### src/rtl/commit_trace_buf.sv
// -----------------------------------------------------------------------------
// commit_trace_buf
//   Commit-trace recorder that sits beside the single-cycle RISC-V core.
//   Every retired instruction {pc, inst} goes into a DEPTH-entry ring. A halt
//   trigger (ebreak, ecall or trig_ext) starts a POST_TRIG-commit tail, and
//   then the ring freezes. The frozen history streams out oldest-first over a
//   valid/ready port. The block only observes the core and never stalls it.
//
//   Optional feature macro: COMMIT_TRACE_CYCLE_STAMP_EN
//     defined   : each entry also stores a free-running cycle stamp, which is
//                 presented on out_cycle
//     undefined : there is no cycle counter or stamp storage; out_cycle = 0
//
// Ports
//   clk, rstn                  clock; asynchronous active-low reset
//   commit_valid/pc/inst       retire stream from the core
//   trig_ext                   external trigger, sampled every cycle
//   arm                        re-arm pulse, acts only in FROZEN
//   dump_req                   start readout, acts only in FROZEN
//   halt, frozen, count        status outputs
//   out_valid/ready/pc/inst/cycle/last   readout stream
//
// state    | meaning
// ---------+----------------------------------------------------------
// CAPTURE  | recording every commit and watching for a trigger
// POST     | trigger seen; recording the remaining post-trigger commits
// FROZEN   | ring is held; waiting for dump_req or arm
// DUMP     | streaming the held entries oldest-first
// -----------------------------------------------------------------------------
module commit_trace_buf #(
    parameter int XLEN      = 32,
    parameter int DEPTH     = 16,
    parameter int POST_TRIG = 4,
    parameter int CYC_W     = 32
) (
    input  logic                     clk,
    input  logic                     rstn,
    input  logic                     commit_valid,
    input  logic [XLEN-1:0]          commit_pc,
    input  logic [31:0]              commit_inst,
    input  logic                     trig_ext,
    input  logic                     arm,
    input  logic                     dump_req,
    output logic                     halt,
    output logic                     frozen,
    output logic [$clog2(DEPTH):0]   count,
    output logic                     out_valid,
    input  logic                     out_ready,
    output logic [XLEN-1:0]          out_pc,
    output logic [31:0]              out_inst,
    output logic [CYC_W-1:0]         out_cycle,
    output logic                     out_last
);

    localparam int AW = $clog2(DEPTH);
    localparam int CW = AW + 1;
    localparam logic [31:0] INST_EBREAK = 32'h0010_0073;
    localparam logic [31:0] INST_ECALL  = 32'h0000_0073;

    typedef enum logic [1:0] {
        ST_CAPTURE,
        ST_POST,
        ST_FROZEN,
        ST_DUMP
    } state_t;

    state_t            r_state;
    state_t            w_state_nxt;

    logic [AW-1:0]     r_wr_ptr;
    logic [AW-1:0]     r_rd_ptr;
    logic [CW-1:0]     r_count;
    logic [CW-1:0]     r_post_cnt;
    logic [CW-1:0]     r_remaining;
    logic              r_halt;

    logic [XLEN-1:0]   r_mem_pc   [DEPTH];
    logic [31:0]       r_mem_inst [DEPTH];

    logic              w_is_sys;
    logic              w_wr_en;
    logic              w_trig;
    logic              w_post_dec;
    logic              w_arm;
    logic              w_dump_start;
    logic              w_rd_adv;

    assign w_is_sys = (commit_inst == INST_EBREAK) || (commit_inst == INST_ECALL);

    always_ff @(posedge clk or negedge rstn) begin
        if (!rstn) begin
            r_state <= ST_CAPTURE;
        end else begin
            r_state <= w_state_nxt;
        end
    end

    always_comb begin
        w_state_nxt  = r_state;
        w_wr_en      = 1'b0;
        w_trig       = 1'b0;
        w_post_dec   = 1'b0;
        w_arm        = 1'b0;
        w_dump_start = 1'b0;
        w_rd_adv     = 1'b0;
        case (r_state)
            ST_CAPTURE: begin
                w_wr_en = commit_valid;
                // trig_ext alone triggers without writing an entry
                w_trig  = (commit_valid && w_is_sys) || trig_ext;
                if (w_trig) begin
                    w_state_nxt = (POST_TRIG == 0) ? ST_FROZEN : ST_POST;
                end
            end
            ST_POST: begin
                w_wr_en    = commit_valid;
                w_post_dec = commit_valid;
                if (commit_valid && (r_post_cnt == CW'(1))) begin
                    w_state_nxt = ST_FROZEN;
                end
            end
            ST_FROZEN: begin
                if (arm) begin
                    w_arm       = 1'b1;
                    w_state_nxt = ST_CAPTURE;
                end else if (dump_req && (r_count != '0)) begin
                    w_dump_start = 1'b1;
                    w_state_nxt  = ST_DUMP;
                end
            end
            ST_DUMP: begin
                if (out_ready) begin
                    w_rd_adv = 1'b1;
                    if (r_remaining == CW'(1)) begin
                        w_state_nxt = ST_FROZEN;
                    end
                end
            end
            default: w_state_nxt = ST_CAPTURE;
        endcase
    end

    always_ff @(posedge clk or negedge rstn) begin
        if (!rstn) begin
            r_wr_ptr    <= '0;
            r_rd_ptr    <= '0;
            r_count     <= '0;
            r_post_cnt  <= '0;
            r_remaining <= '0;
            r_halt      <= 1'b0;
        end else begin
            if (w_wr_en) begin
                r_wr_ptr <= r_wr_ptr + AW'(1);
                if (r_count != CW'(DEPTH)) begin
                    r_count <= r_count + CW'(1);
                end
            end
            if (w_trig) begin
                r_post_cnt <= CW'(POST_TRIG);
                r_halt     <= 1'b1;
            end else if (w_post_dec) begin
                r_post_cnt <= r_post_cnt - CW'(1);
            end
            if (w_arm) begin
                r_wr_ptr <= '0;
                r_count  <= '0;
                r_halt   <= 1'b0;
            end
            // with a full ring the low bits of count are zero, so the
            // oldest entry is the one wr_ptr is about to overwrite
            if (w_dump_start) begin
                r_rd_ptr    <= r_wr_ptr - r_count[AW-1:0];
                r_remaining <= r_count;
            end else if (w_rd_adv) begin
                r_rd_ptr    <= r_rd_ptr + AW'(1);
                r_remaining <= r_remaining - CW'(1);
            end
        end
    end

    // storage carries no reset; contents are meaningless until written
    always_ff @(posedge clk) begin
        if (w_wr_en) begin
            r_mem_pc[r_wr_ptr]   <= commit_pc;
            r_mem_inst[r_wr_ptr] <= commit_inst;
        end
    end

`ifdef COMMIT_TRACE_CYCLE_STAMP_EN
    logic [CYC_W-1:0]  r_cyc;
    logic [CYC_W-1:0]  r_mem_cyc [DEPTH];

    always_ff @(posedge clk or negedge rstn) begin
        if (!rstn) begin
            r_cyc <= '0;
        end else begin
            r_cyc <= r_cyc + CYC_W'(1);
        end
    end

    always_ff @(posedge clk) begin
        if (w_wr_en) begin
            r_mem_cyc[r_wr_ptr] <= r_cyc;
        end
    end

    assign out_cycle = r_mem_cyc[r_rd_ptr];
`else
    assign out_cycle = '0;
`endif

    assign halt      = r_halt;
    assign frozen    = (r_state == ST_FROZEN);
    assign count     = r_count;
    assign out_valid = (r_state == ST_DUMP);
    assign out_last  = (r_state == ST_DUMP) && (r_remaining == CW'(1));
    assign out_pc    = r_mem_pc[r_rd_ptr];
    assign out_inst  = r_mem_inst[r_rd_ptr];

endmodule
### config.mk
export PLATFORM = sky130hd
export DESIGN_NAME = commit_trace_buf
export DESIGN_NICKNAME = d
export VERILOG_FILES = /design/src/rtl/commit_trace_buf.sv
export SDC_FILE = /design/constraint.sdc
export NUM_CORES = 1
export LEC_CHECK = 0
export CAP_MARGIN = 20
export CORE_UTILIZATION = 50
export DETAILED_ROUTE_END_ITERATION = 16
export GPL_TIMING_DRIVEN = 0
export PLACE_DENSITY_LB_ADDON = 0.3
export SETUP_SLACK_MARGIN = 0.15
export SYNTH_ARGS = -nofsm -noshare
export SYNTH_HDL_FRONTEND = slang
export SYNTH_SLANG_ARGS = --single-unit
### constraint.sdc
create_clock -name clk -period 4.6 [get_ports clk]
set_clock_uncertainty 0.2 [all_clocks]
set_input_delay 0.92 -clock clk [delete_from_list [all_inputs] [get_ports clk]]
set_output_delay 0.92 -clock clk [all_outputs]
set_load 0.1 [all_outputs]
# Word level (Yosys, flattened, before mapping)
# Memory sizes are Yosys's and may differ from the RTL's.
# Index checks and enable logic that the tools add are counted.
dict set report word_totals {
  regBits 26
  ram_bits 1024
  inputBits 71
  output_inout_bits 105
  wordCells 76
  n_memories 2
}
dict set report op_classes {
  add_sub_neg 6
  n_eq_ne 13
  mux 32
  reduce_logical 16
}
# name depth word_bits rd rd_clocked_by_memory_dff wr line
set memory_table {}
lappend memory_table {r_mem_inst 16 32 1 0 1 78} ;# logic [31:0] r_mem_inst [DEPTH];
lappend memory_table {r_mem_pc 16 32 1 0 1 77} ;# logic [XLEN-1:0] r_mem_pc [DEPTH];
# cell count
set op_table {}
lappend op_table {{5-bit 2-to-1 mux} 7}
lappend op_table {{32-bit by 21-bit == test with 1-bit output (second input constant)} 1}
lappend op_table {{32-bit by 7-bit == test with 1-bit output (second input constant)} 1}
lappend op_table {{4-bit 2-to-1 mux} 4}
lappend op_table {{1-bit 2-to-1 mux} 14}
lappend op_table {{2-bit 2-to-1 mux} 6}
lappend op_table {{5-bit by 1-bit == test with 1-bit output (second input constant)} 2}
lappend op_table {{2-bit nonzero test} 5}
lappend op_table {{5-bit by 1-bit subtractor with 5-bit output (second input constant)} 2}
lappend op_table {{4-bit by 1-bit adder with 4-bit output (second input constant)} 2}
lappend op_table {{2-bit case mux with 4 select lines} 1}
lappend op_table {{5-bit by 1-bit adder with 5-bit output (second input constant)} 1}
lappend op_table {{5-bit != test (second input constant)} 1}
lappend op_table {{5-bit AND reduction} 1}
lappend op_table {{5-bit nonzero test} 1}
lappend op_table {{2-bit == test (second input constant)} 2}
lappend op_table {{1-bit logical AND} 4}
lappend op_table {{2-bit by 1-bit != test with 1-bit output (second input constant)} 2}
lappend op_table {{2-bit != test (second input constant)} 2}
lappend op_table {{4-bit subtractor} 1}
lappend op_table {{3-bit by 2-bit != test with 1-bit output (second input constant)} 1}
lappend op_table {{2-bit by 1-bit == test with 1-bit output (second input constant)} 1}
lappend op_table {{2-bit logical NOT} 1}
lappend op_table {{1-bit logical OR} 2}
lappend op_table {{other kinds (2)} 2}

# Longest topological paths before layout
dict set report depth {
  ltp_word 7
  depth_mapped 7
  ltp_nobuf 6
}

# Least setup slack after synthesis
# No wires, ideal clock.
dict set report synth_timing {
  path_type {input-to-reg}
  start {input commit_valid}
  end {memory r_mem_inst[4][0], enable pin}
  setup_ns 0.429
  t_arrival_ns 3.177
  required_ns 3.971
  setup_slack_ns 0.794
  stages 6
  n_path_buf 2
  path_cell_list {nor2b_1 clkbuf_1 buf_2 nand2_1 nor2_1 and2_1}
}
dict set report synth_between {
  elab_chain_cells 3
}
# item line
set synth_rtl {}
lappend synth_rtl {{start: declaration} 38} ;# input logic commit_valid,
lappend synth_rtl {{1-bit 2-to-1 mux} 106} ;# case (r_state)
lappend synth_rtl {{1-bit 2-to-1 mux} 183} ;# if (w_wr_en) begin
lappend synth_rtl {{1-bit 2-to-1 mux (implied by the code)} 185} ;# r_mem_inst[r_wr_ptr] <= commit_inst;
lappend synth_rtl {{end: declaration} 78}
# No other way between the ends.

# Worst setup path after layout
dict set report layout_timing {
  start {register r_rd_ptr[0]}
  end {output out_inst[24]}
}
dict set report layout_between {
  elab_chain_cells 1
}
# item line
set layout_rtl {}
lappend layout_rtl {{start: declaration} 71} ;# logic [AW-1:0] r_rd_ptr;
lappend layout_rtl {{start signal: assignment} 172} ;# r_rd_ptr <= r_wr_ptr - r_count[AW-1:0];
lappend layout_rtl {{start signal: assignment} 175} ;# r_rd_ptr <= r_rd_ptr + AW'(1);
lappend layout_rtl {{memory read 16 x 32 bit} -}
lappend layout_rtl {{end: declaration} 50} ;# output logic [31:0] out_inst,
# No other way between the ends.

==> results.sh <==
export IMPL_hold_path_class="reg -> reg"
export IMPL_crit_chain="buf_2 -> buf_6 -> buf_4 -> mux4_2 -> a22oi_1 -> nand2_1 -> clkdlybuf4s15_2"
export IMPL_finalHoldViolCount=0
export IMPL_nFillCells=5579
export IMPL_synth_cell_types=46
export IMPL_multi_input_area_um2=8210
export IMPL_layout_commonest_cell="edfxtp_1"
export IMPL_grt_overflow_total=0
export IMPL_seqCellArea_um2=31400
export IMPL_synthSimpleGateAreaFrac_pct=1.85
export IMPL_worst_slew_pin_slew_ns=0.971
export IMPL_slowest_stage="mux4_2"
export IMPL_clockBufferDepth=3
export IMPL_core_area_um2=79300
export IMPL_io_pins=176
export IMPL_cts_root_buf="clkbuf_16"
export IMPL_hold_ws_ns=0.289
export IMPL_period_needed_ns=4.43
export IMPL_h_tree_depth=3
export IMPL_syn_inst=1786
export IMPL_synth_compound_area_share_pct=2.88
export IMPL_synth_seq_area_share_pct=78.1
export IMPL_cp_required_ns=3.48
export IMPL_postCtsHoldBufs=0
export IMPL_grt_pass1_vias=20437
export IMPL_grt_max_degree=43
export IMPL_cp_end_kind="primary output"
export IMPL_numPortBuffers=143
export IMPL_synthesis_area_um2=40200
export IMPL_final_nets=2168
export IMPL_clock_latency_ns=0.67
export IMPL_antenna_found_initial=4
export IMPL_drv_slew=0
export IMPL_netlist_area_leader_share_pct=76.5
export IMPL_ir_drop_uv=953
export IMPL_synth_area_leaders="edfxtp_1 (76%), mux4_2 (14%), a22oi_1 (2.4%), dfrtp_1 (1.6%), nand2_1 (0.74%)"
export IMPL_dieHeight_um=286
export IMPL_grt_usage_pct=22.6
export IMPL_cap_violations=0
export IMPL_dp_hpwl_um=51200
export IMPL_cts_made_buffers=102
export IMPL_relSlewSlack_pct=35.0
export IMPL_placed_area_um2=43600
export IMPL_fmax_ghz=0.226
export IMPL_ant_nets=0
export IMPL_synthFlopType="edfxtp_1"
export IMPL_drc=0
export IMPL_crit_fanout=10
export IMPL_muxShareOfSynthArea_pct=14.4
export IMPL_async_flop_share_pct=2.48
export IMPL_dr_pass1_iters=6
export IMPL_synthXorXnorAreaFrac_pct=0.392
export IMPL_arrival_ns=3.31
export IMPL_drtIter0Drc=1907
export IMPL_drive_gt1_share_pct=28.6
export IMPL_fp_dieW_um=286
export IMPL_synth_top_cell_by_area="edfxtp_1"
export IMPL_cts_tree="yes"
export IMPL_crit_path_start_kind="flip-flop"
export IMPL_synth_top_family_by_area="multiplexers"
export IMPL_postRouteWirelength_um=91200
export IMPL_avgViaCountPerCell=6.07
export IMPL_wire_per_inst_um=28.4
export IMPL_setup_viol_count_final=0
export IMPL_ys_seq_elements=1050
export IMPL_clock_sinks=1050
export IMPL_avgSynthCellArea_um2=22.5
export IMPL_post_cts_repair_setup_buffers=0
export IMPL_p_per_area_nw_per_um2=695
export IMPL_gp_congestion=0.748
export IMPL_p_leak_uw=0.0152
export IMPL_num_vias=19519
export IMPL_design_area_um2=47000
export IMPL_status="finished, final reports clean"
export IMPL_cp_slowest_stage_delay_ns=0.53
export IMPL_fin_crit_sh_pct=96.3
export IMPL_rows=103
export IMPL_start_util_pct=50.7
export IMPL_grt_pass1_wl_um=133000
export IMPL_synth_fa_ha_area_share_pct=0.485
export IMPL_synth_edf_count=1024
export IMPL_areaGrowthSynthToFinish_pct=16.9
export IMPL_die_area_um2=81600
export IMPL_cts_reportedPaths_clkPinSlew_ns=0.06
export IMPL_ys_warn_count=0
export IMPL_rsz0062_at_grt="yes"
export IMPL_final_cell_mix="edfxtp_1 (1,024), mux4_2 (256), a22oi_1 (127), clkbuf_16 (104)"
export IMPL_criticalPathCategory="reg -> out"
## sequential cells by signal (all words and copies together), names as in the netlist
signal	cells
r_mem_inst	512
count	5
halt	1
r_remaining	5
r_rd_ptr	4
r_state	2
r_post_cnt	5
r_wr_ptr	4
r_mem_pc	512
## metal layers
layer	routed length (um)	global-route usage, %	share of wire (%)
met5	40	0	0.044
met2	45100	36.8	49
met1	36600	31.1	40
met4	1920	6.72	2.1
met3	7550	4.45	8.3
## Yosys cell counts, types with 10 or more instances
cell and count:
edfxtp_1 1024, nor2_1 19, dfrtp_1 26, ha_1 14, buf_1 17, a22oi_1 128, inv_1 11, nand2_1 79
buf_6 12, buf_2 22, clkbuf_1 33, and2_1 19, buf_4 39, mux4_2 256, xor2_1 10
## where the power goes
| group | switching (uW) | internal (uW) |
|---|---|---|
| registers | 312 | 11500 |
| clock network | 3510 | 5070 |
| logic | 8630 | 3610 |
| total | 12500 | 20200 |
## cell type report
type	count	area share, %
clock buffers	124	5.72
multi-input cells	633	17.5
diodes	1	0.00533
well taps	1050	2.80
flip-flops and latches	1050	66.8
inverters	11	0.0879
plain buffers	123	1.75
repair buffers	161	3.70
clock inverters	63	1.66
## cells by family after synthesis
group | Yosys count
DFF | 1050
muxes | 258
and+or+nand+nor | 156
AOI/OAI and AO/OA | 154
buffers and inverters | 134
xor gates and xnor gates | 18
adders and majority gates | 15
other | 1
## stage by stage
step / utilization [%] / cells / setup slack (ns) / power [uW] / TNS [ns]
finish: 59.3 / 3216 / 0.172 / 32700 / 0
CTS: 59.4 / 3215 / 0.0922 / 33000 / 0
detailed placement: 55.0 / 3028 / -0.216 / 24700 / -6.53
global placement: 54.3 / 3010 / -1.65 / 24400 / -1424.35
floorplan: - / 1817 / 0.794 / 21100 / 0
global route: 59.3 / 3216 / 0.0663 / 33700 / 0
## path summary, 6_finish.rpt
| path | cells after the start | slack [ns] | end | start |
|---|---|---|---|---|
| min in group asynchronous | 1 | 0.33 | r_post_cnt[4]$_DFFE_PN0P_ | rstn |
| min | 1 | 0.29 | halt$_DFFE_PN0P_ | halt$_DFFE_PN0P_ |
| max reg2reg | 8 | 1.41 | r_mem_inst[5][25]$_DFFE_PP_ | r_state[1]$_DFFE_PN0P_ |
| max | 7 | 0.17 | out_inst[24] | r_rd_ptr[0]$_DFFE_PN0P_ |
| min reg2reg | 1 | 0.29 | halt$_DFFE_PN0P_ | halt$_DFFE_PN0P_ |
| max in group asynchronous | 2 | 3.42 | r_rd_ptr[1]$_DFFE_PN0P_ | rstn |
## critical path, delay by kind of cell (launching register included)
kind / cells / cell delay (ns)
compound gates: 1 / 0.23
buf+inv: 4 / 1.36
flops: 1 / 0.35
mux: 1 / 0.53
simple gates: 1 / 0.16
## timing repair
action	in CTS	in global routing
hold endpoints to repair	0	0
endpoints found under the setup margin	64	36
resized for setup	294	42
Power figures use the tool's default switching activity.
